### src/rtl/fir_pkg.sv
// Shared helpers for the FIR / DWT datapath: width math and signed output limits.
// Latency: n/a (constant functions only).
// Backpressure: n/a.
package fir_pkg;

    // Ceiling log2, constant-evaluable; returns 0 for n <= 1.
    function automatic int fir_clog2(input int n);
        int r;
        r = 0;
        while ((1 << r) < n) r = r + 1;
        return r;
    endfunction

    // Accumulator width that holds a full N-tap sum of products without overflow.
    function automatic int fir_w_acc(input int w_in, input int w_coef, input int n_taps);
        return w_in + w_coef + fir_clog2(n_taps);
    endfunction

    // Largest value representable in a w-bit two's complement word.
    function automatic longint fir_smax(input int w);
        return (longint'(1) <<< (w - 1)) - longint'(1);
    endfunction

    // Most negative value representable in a w-bit two's complement word.
    function automatic longint fir_smin(input int w);
        return -(longint'(1) <<< (w - 1));
    endfunction

endpackage

### src/rtl/fir_round_sat.sv
// Round-half-up, arithmetic shift right by SHIFT, then saturate or wrap to W_OUT.
// Latency: combinational. Backpressure: none.
// Ports: acc_i (W_ACC signed accumulator), y_o (W_OUT signed result), ovf_o (clamp/wrap flag).
module fir_round_sat
    import fir_pkg::*;
#(
    parameter int W_ACC  = 14,
    parameter int W_OUT  = 20,
    parameter int SHIFT  = 0,
    parameter int SAT_EN = 1
) (
    input  logic signed [W_ACC-1:0] acc_i,
    output logic signed [W_OUT-1:0] y_o,
    output logic                    ovf_o
);

    // The rounding add can carry into one extra bit, so the shifted result
    // keeps W_ACC+1-SHIFT bits rather than W_ACC-SHIFT.
    localparam int W_SH = (SHIFT > 0) ? (W_ACC + 1 - SHIFT) : W_ACC;

    logic signed [W_SH-1:0] sh;

    generate
        if (SHIFT > 0) begin : g_rnd
            logic signed [W_ACC:0] rnd;
            assign rnd = (W_ACC + 1)'(acc_i) + ((W_ACC + 1)'(1) <<< (SHIFT - 1));
            assign sh  = W_SH'(rnd >>> SHIFT);
        end else begin : g_nornd
            assign sh = acc_i;
        end

        if (W_OUT >= W_SH) begin : g_ext
            // Output is wide enough for every value: plain sign extension.
            assign y_o   = W_OUT'(sh);
            assign ovf_o = 1'b0;
        end else begin : g_lim
            // Result fits only if every bit from W_OUT-1 upward is a copy of the sign.
            logic [W_SH-W_OUT:0] top_bits;
            logic                over;
            assign top_bits = sh[W_SH-1:W_OUT-1];
            assign over     = !((&top_bits) || !(|top_bits));
            assign ovf_o    = over;

            if (SAT_EN != 0) begin : g_sat
                assign y_o = !over      ? sh[W_OUT-1:0] :
                             sh[W_SH-1] ? W_OUT'(fir_smin(W_OUT)) :
                                          W_OUT'(fir_smax(W_OUT));
            end else begin : g_wrap
                assign y_o = sh[W_OUT-1:0];
            end
        end
    endgenerate

endmodule

### src/rtl/fir_tn_cfg.sv
// N-tap transposed-form FIR with writable coefficients, valid qualifier, flush and round/sat output.
// Latency: 1 cycle from accepted sample to out_valid/y_out.
// Backpressure: none; every out_valid pulse must be consumed. Ports: clk/rst, coef_we/addr/data, flush, in_valid/x_in in; out_valid/y_out/ovf out.
module fir_tn_cfg
    import fir_pkg::*;
#(
    parameter int W_IN   = 7,
    parameter int W_COEF = 5,
    parameter int N_TAPS = 4,
    parameter int W_OUT  = 20,
    parameter int SHIFT  = 0,
    parameter int SAT_EN = 1
) (
    input  logic                          clk,
    input  logic                          rst,
    input  logic                          coef_we,
    input  logic [fir_clog2(N_TAPS)-1:0]  coef_addr,
    input  logic signed [W_COEF-1:0]      coef_data,
    input  logic                          flush,
    input  logic                          in_valid,
    input  logic signed [W_IN-1:0]        x_in,
    output logic                          out_valid,
    output logic signed [W_OUT-1:0]       y_out,
    output logic                          ovf
);

    localparam int W_ACC = fir_w_acc(W_IN, W_COEF, N_TAPS);

    logic signed [W_COEF-1:0] coef_q [N_TAPS];
    // acc_q[j] holds the partial sum for tap j+1 (acc[1] .. acc[N-1]).
    logic signed [W_ACC-1:0]  acc_q  [N_TAPS-1];
    logic signed [W_ACC-1:0]  acc_d  [N_TAPS-1];
    logic signed [W_ACC-1:0]  prod   [N_TAPS];
    logic signed [W_ACC-1:0]  sum0;
    logic signed [W_OUT-1:0]  y_q, y_d;
    logic                     vld_q;
    logic                     ovf_q, ovf_d;

    // Products at full accumulator width; operands sign-extended first.
    always_comb begin
        for (int k = 0; k < N_TAPS; k++) begin
            prod[k] = W_ACC'(x_in) * W_ACC'(coef_q[k]);
        end
    end

    always_comb begin
        for (int j = 0; j < N_TAPS - 2; j++) begin
            acc_d[j] = acc_q[j+1] + prod[j+1];
        end
        acc_d[N_TAPS-2] = prod[N_TAPS-1];
    end

    assign sum0 = acc_q[0] + prod[0];

    fir_round_sat #(
        .W_ACC  (W_ACC),
        .W_OUT  (W_OUT),
        .SHIFT  (SHIFT),
        .SAT_EN (SAT_EN)
    ) u_round_sat (
        .acc_i (sum0),
        .y_o   (y_d),
        .ovf_o (ovf_d)
    );

    always_ff @(posedge clk) begin
        if (rst) begin
            for (int k = 0; k < N_TAPS; k++)     coef_q[k] <= '0;
            for (int j = 0; j < N_TAPS - 1; j++) acc_q[j]  <= '0;
            y_q   <= '0;
            vld_q <= 1'b0;
            ovf_q <= 1'b0;
        end else begin
            // Samples in this cycle still see the old coefficient (read before the edge).
            if (coef_we && (int'(coef_addr) < N_TAPS)) begin
                coef_q[coef_addr] <= coef_data;
            end

            if (flush) begin
                for (int j = 0; j < N_TAPS - 1; j++) acc_q[j] <= '0;
                vld_q <= 1'b0;
                ovf_q <= 1'b0;
            end else if (in_valid) begin
                for (int j = 0; j < N_TAPS - 1; j++) acc_q[j] <= acc_d[j];
                y_q   <= y_d;
                vld_q <= 1'b1;
                ovf_q <= ovf_d;
            end else begin
                vld_q <= 1'b0;
                ovf_q <= 1'b0;
            end
        end
    end

    assign out_valid = vld_q;
    assign y_out     = y_q;
    assign ovf       = ovf_q;

endmodule

### config.mk
export PLATFORM = sky130hd
export DESIGN_NAME = fir_tn_cfg
export DESIGN_NICKNAME = d
export VERILOG_FILES = /design/src/rtl/fir_pkg.sv /design/src/rtl/fir_round_sat.sv /design/src/rtl/fir_tn_cfg.sv
export SDC_FILE = /design/constraint.sdc
export NUM_CORES = 1
export LEC_CHECK = 0
export ABC_CLOCK_PERIOD_IN_PS = 9800
export BUFFER_PORTS_ARGS = -buffer_cell sky130_fd_sc_hd__buf_2
export CAP_MARGIN = 20
export CORE_MARGIN = 1
export CORE_UTILIZATION = 40
export DETAILED_ROUTE_END_ITERATION = 8
export PLACE_DENSITY = 0.64
export SLEW_MARGIN = 5
export SYNTH_ARGS = -nofsm -noshare
export SYNTH_HDL_FRONTEND = slang
export SYNTH_SLANG_ARGS = --single-unit
### constraint.sdc
create_clock -name clk -period 9.8 [get_ports clk]
set_clock_uncertainty 0.15 [all_clocks]
set_input_delay 1.47 -clock clk [delete_from_list [all_inputs] [get_ports clk]]
set_output_delay 1.47 -clock clk [all_outputs]
set_load 0.03 [all_outputs]
==> flow_summary.ini <==
[outcome]
run_status = finished clean

[timing]
worst_slew_pin_slew_ns = 1.002
slew-limit-headroom_pct = 33.18
fin_ws_ns = 4.159
fin_tns_setup_ns = 0
crit_path_time_final_ns = 5.641
maxSlewViolCount = 0
holdWs_ns = 0.2974
report.final.setup_viol = 0
final_critical_path_share_of_the_clock_period_pct = 57.56
hold_violations = 0
grt_setup_unrepaired = no
achievable-frequency_mhz = 177.3

[clock_tree]
cts_resized = 0
clock_insertion_delay_worst_skew_ns = 0.35
cts_bufs_inserted = 9
ctsLongestPathBuffers = 2
cts_tree = done
cts.sink_count = 75
htreeDepth = 3
cts.reportedPaths.clkPinSlew_ns = 0.07
cts-root-buf = sky130_fd_sc_hd__clkbuf_16
postCtsSetupRepairBufs = 0
cts_hold_buffers = 0

[die]
floorplan.core_area_um2 = 22780
design.portCount = 41
start_util_pct = 41.12
die_area_um2 = 24030
row_count = 55
die_y_extent_um = 155.0
die_w_um = 155.0

[pwr]
leakage_nw = 4.896
max-vdd-ir-drop_mv = 0.09982
net-switching-power_mw = 1.050
pwr_density_cell_nw_per_um2 = 232.4
internal_power_mw = 1.303
gate_power_share_pct = 66.5
clk_pwr_share_pct = 14.9
register_share_of_total_power_pct = 18.6
power.switching_fraction_pct = 44.63

[setup_path]
path_max_fanout = 20
r2r.worst_path.cells = 13
critical_path_required_ns = 9.74
endpoint_class_of_the_critical_path = flop
timing_worst_setup_path_type = primary input to flop
critical_path_source_type = primary input
data_arrival_time_of_the_critical_path_ns = 5.58

[route]
drt-initial-drc-count = 251
drt-wirelength-per-cell_um = 14.13
vias = 6040
drcViolationCount = 0
drt_pass1_iterations = 4
wirelength_mm = 17.82
via_per_instance_ratio = 4.790
drtAntennaViolNets = 0

[synthesis]
ys_seq_area_share_pct = 22.44
synthXorXnorAreaFrac_pct = 3.834
main_combinational_cell_family_by_area_after_synthesis = adder cells
synth-simple-area-share_pct = 14.96
syn_area_um2 = 9365
synth-compound-area-share_pct = 7.214
postSynthAreaPerCell_um2 = 10.15
synth.distinct_cells = 47
postSynthRegisterBits = 75
synthCells = 923
yosys.area_share.adder_pct = 43.39
mappedNetlistNets = 1184
muxShareOfSynthArea_pct = 0
yosysWarningCount = 0

[layout]
antenna_cells = 0
nNetsFinal = 1204
area_delta_synth_final_pct = 8.123
final_cell_area_um2 = 10130
layout-drive-gt1-share_pct = 7.278
mostFrequentLayoutCell = sky130_fd_sc_hd__inv_1
top_library_cells_by_usage_in_the_layout_fill_and_taps_aside = sky130_fd_sc_hd__inv_1 (162), sky130_fd_sc_hd__fa_1 (138), sky130_fd_sc_hd__and2_1 (105), sky130_fd_sc_hd__ha_1 (104), sky130_fd_sc_hd__nand2_1 (65)

[global_route]
grt_max_degree = 41
global_route.usage.total_pct = 16.34
initial_antenna_violation_count = 0
grt_pass1_vias = 6428
grt_first_pass_wirelength_mm = 31.02
gr-total-overflow = 0

[hold_path]
hp-class = flop to flop
hold-path-cell-count = 2

[place]
placement.cell_area_um2 = 9809
place_worst_setup_slack_ns = 3.754
dp_hpwl_mm = 14.39
gp_congestion = 0.8177
port_buffers = 39

[flow_run]
max_cap_violations = 0
-- final cells by class --
cell class / instances / area [um^2]
flip-flops and latches: 75 / 2102
well taps: 313 / 391.6
fillers: 2175 / 12650
repair buffers: 41 / 210.2
clock buffers: 9 / 225.2
multi-input cells: 654 / 6505
inverters: 162 / 608.1
clock inverters: 7 / 83.83
-- metrics by stage --
stage               instances  utilization, %  power [mW]
floorplan                 923               -       1.704
global placement         1244           43.07       1.991
detailed placement       1244           43.07       2.019
CTS                      1260           44.42       2.390
global route             1261           44.45       2.630
finish                   1261           44.45       2.354
-- critical path, stage by stage --
cell and delay (ns):
sky130_fd_sc_hd__buf_2 0.31, sky130_fd_sc_hd__nand2_1 0.14, sky130_fd_sc_hd__fa_1 0.52, sky130_fd_sc_hd__fa_1 0.54
sky130_fd_sc_hd__inv_1 0.05, sky130_fd_sc_hd__fa_1 0.56, sky130_fd_sc_hd__fa_1 0.47, sky130_fd_sc_hd__fa_1 0.49
sky130_fd_sc_hd__a211oi_1 0.25, sky130_fd_sc_hd__nor2_1 0.10, sky130_fd_sc_hd__o31a_1 0.28, sky130_fd_sc_hd__o21a_1 0.19
sky130_fd_sc_hd__nor3_1 0.14, sky130_fd_sc_hd__nor3_1 0.07
-- power groups by stage --
| stage | sequential (mW) | clock (mW) | combinational [mW] |
|---|---|---|---|
| floorplan | 0.467 | 0 | 1.24 |
| global route | 0.445 | 0.372 | 1.81 |
| global placement | 0.444 | 0 | 1.55 |
| detailed placement | 0.445 | 0 | 1.57 |
| finish | 0.437 | 0.351 | 1.57 |
| CTS | 0.439 | 0.358 | 1.59 |
-- per-layer routing --
| layer | vias up | GRT usage, % | wire length (um) |
|---|---|---|---|
| met3 | 16 | 2.423 | 371 |
| met1 | 3001 | 20.36 | 7931 |
| li1 | 2953 | - | - |
| met4 | 0 | 4.385 | 236 |
| met2 | 70 | 29.43 | 9275 |
| met5 | - | 0 | 0 |
-- logic make-up after synthesis --
family,Yosys count
buffers and inverters,194
AOI/OAI and AO/OA,99
DFF,75
adders and majority gates,242
other,1
and+or+nand+nor,271
xor gates and xnor gates,41
-- cells in the mapped netlist (all sizes together) --
| cell type | n | share of area (%) |
|---|---|---|
| buf | 9 | 0.69 |
| and2 | 105 | 7.0 |
| nand3b | 4 | 0.32 |
| a211o | 2 | 0.19 |
| ha | 104 | 14 |
| nor3b | 2 | 0.16 |
| nor4 | 1 | 0.23 |
| and3 | 1 | 0.067 |
| o31a | 1 | 0.094 |
| or2 | 3 | 0.20 |
| nand2b | 13 | 0.87 |
| a21o | 12 | 0.98 |
| a31o | 1 | 0.094 |
| or2b | 1 | 0.080 |
| nor3 | 10 | 0.53 |
| a211oi | 12 | 1.0 |
| o311ai | 1 | 0.094 |
| a2bb2oi | 1 | 0.094 |
| a2111o | 3 | 0.36 |
| conb | 1 | 0.040 |
| nor2b | 6 | 0.40 |
| o211ai | 1 | 0.13 |
| o21a | 7 | 0.56 |
| dfxtp | 15 | 3.2 |
| o21bai | 2 | 0.16 |
| o41ai | 3 | 0.36 |
| nand3 | 2 | 0.11 |
| a21oi | 23 | 1.2 |
| xor2 | 16 | 1.5 |
| a31oi | 1 | 0.067 |
| a41oi | 1 | 0.17 |
| fa | 138 | 29 |
| xnor2 | 25 | 2.3 |
| nand2 | 66 | 2.7 |
| clkbuf | 23 | 0.92 |
| nor2 | 56 | 2.2 |
| o21ai | 25 | 1.3 |
| or3 | 1 | 0.067 |
| inv | 162 | 6.5 |
| edfxtp | 60 | 19 |
| a2111oi | 3 | 0.28 |
-- state kept, by name, summed over array words and instances (netlist names) --
signal / count
acc_q: 40
coef_q: 20
out_valid: 1
y_out: 14
-- path summary, 6_finish.rpt --
path / from / end / slack [ns]
setup reg to reg: coef_q[2][3] / acc_q[0][25] / 5.12
hold / removal: y_out[8] / y_out[8] / 0.30
setup / recovery: x_in[1] / acc_q[0][25] / 4.16
hold reg to reg: y_out[8] / y_out[8] / 0.30
No activity file was read; power rests on OpenSTA's default activity.
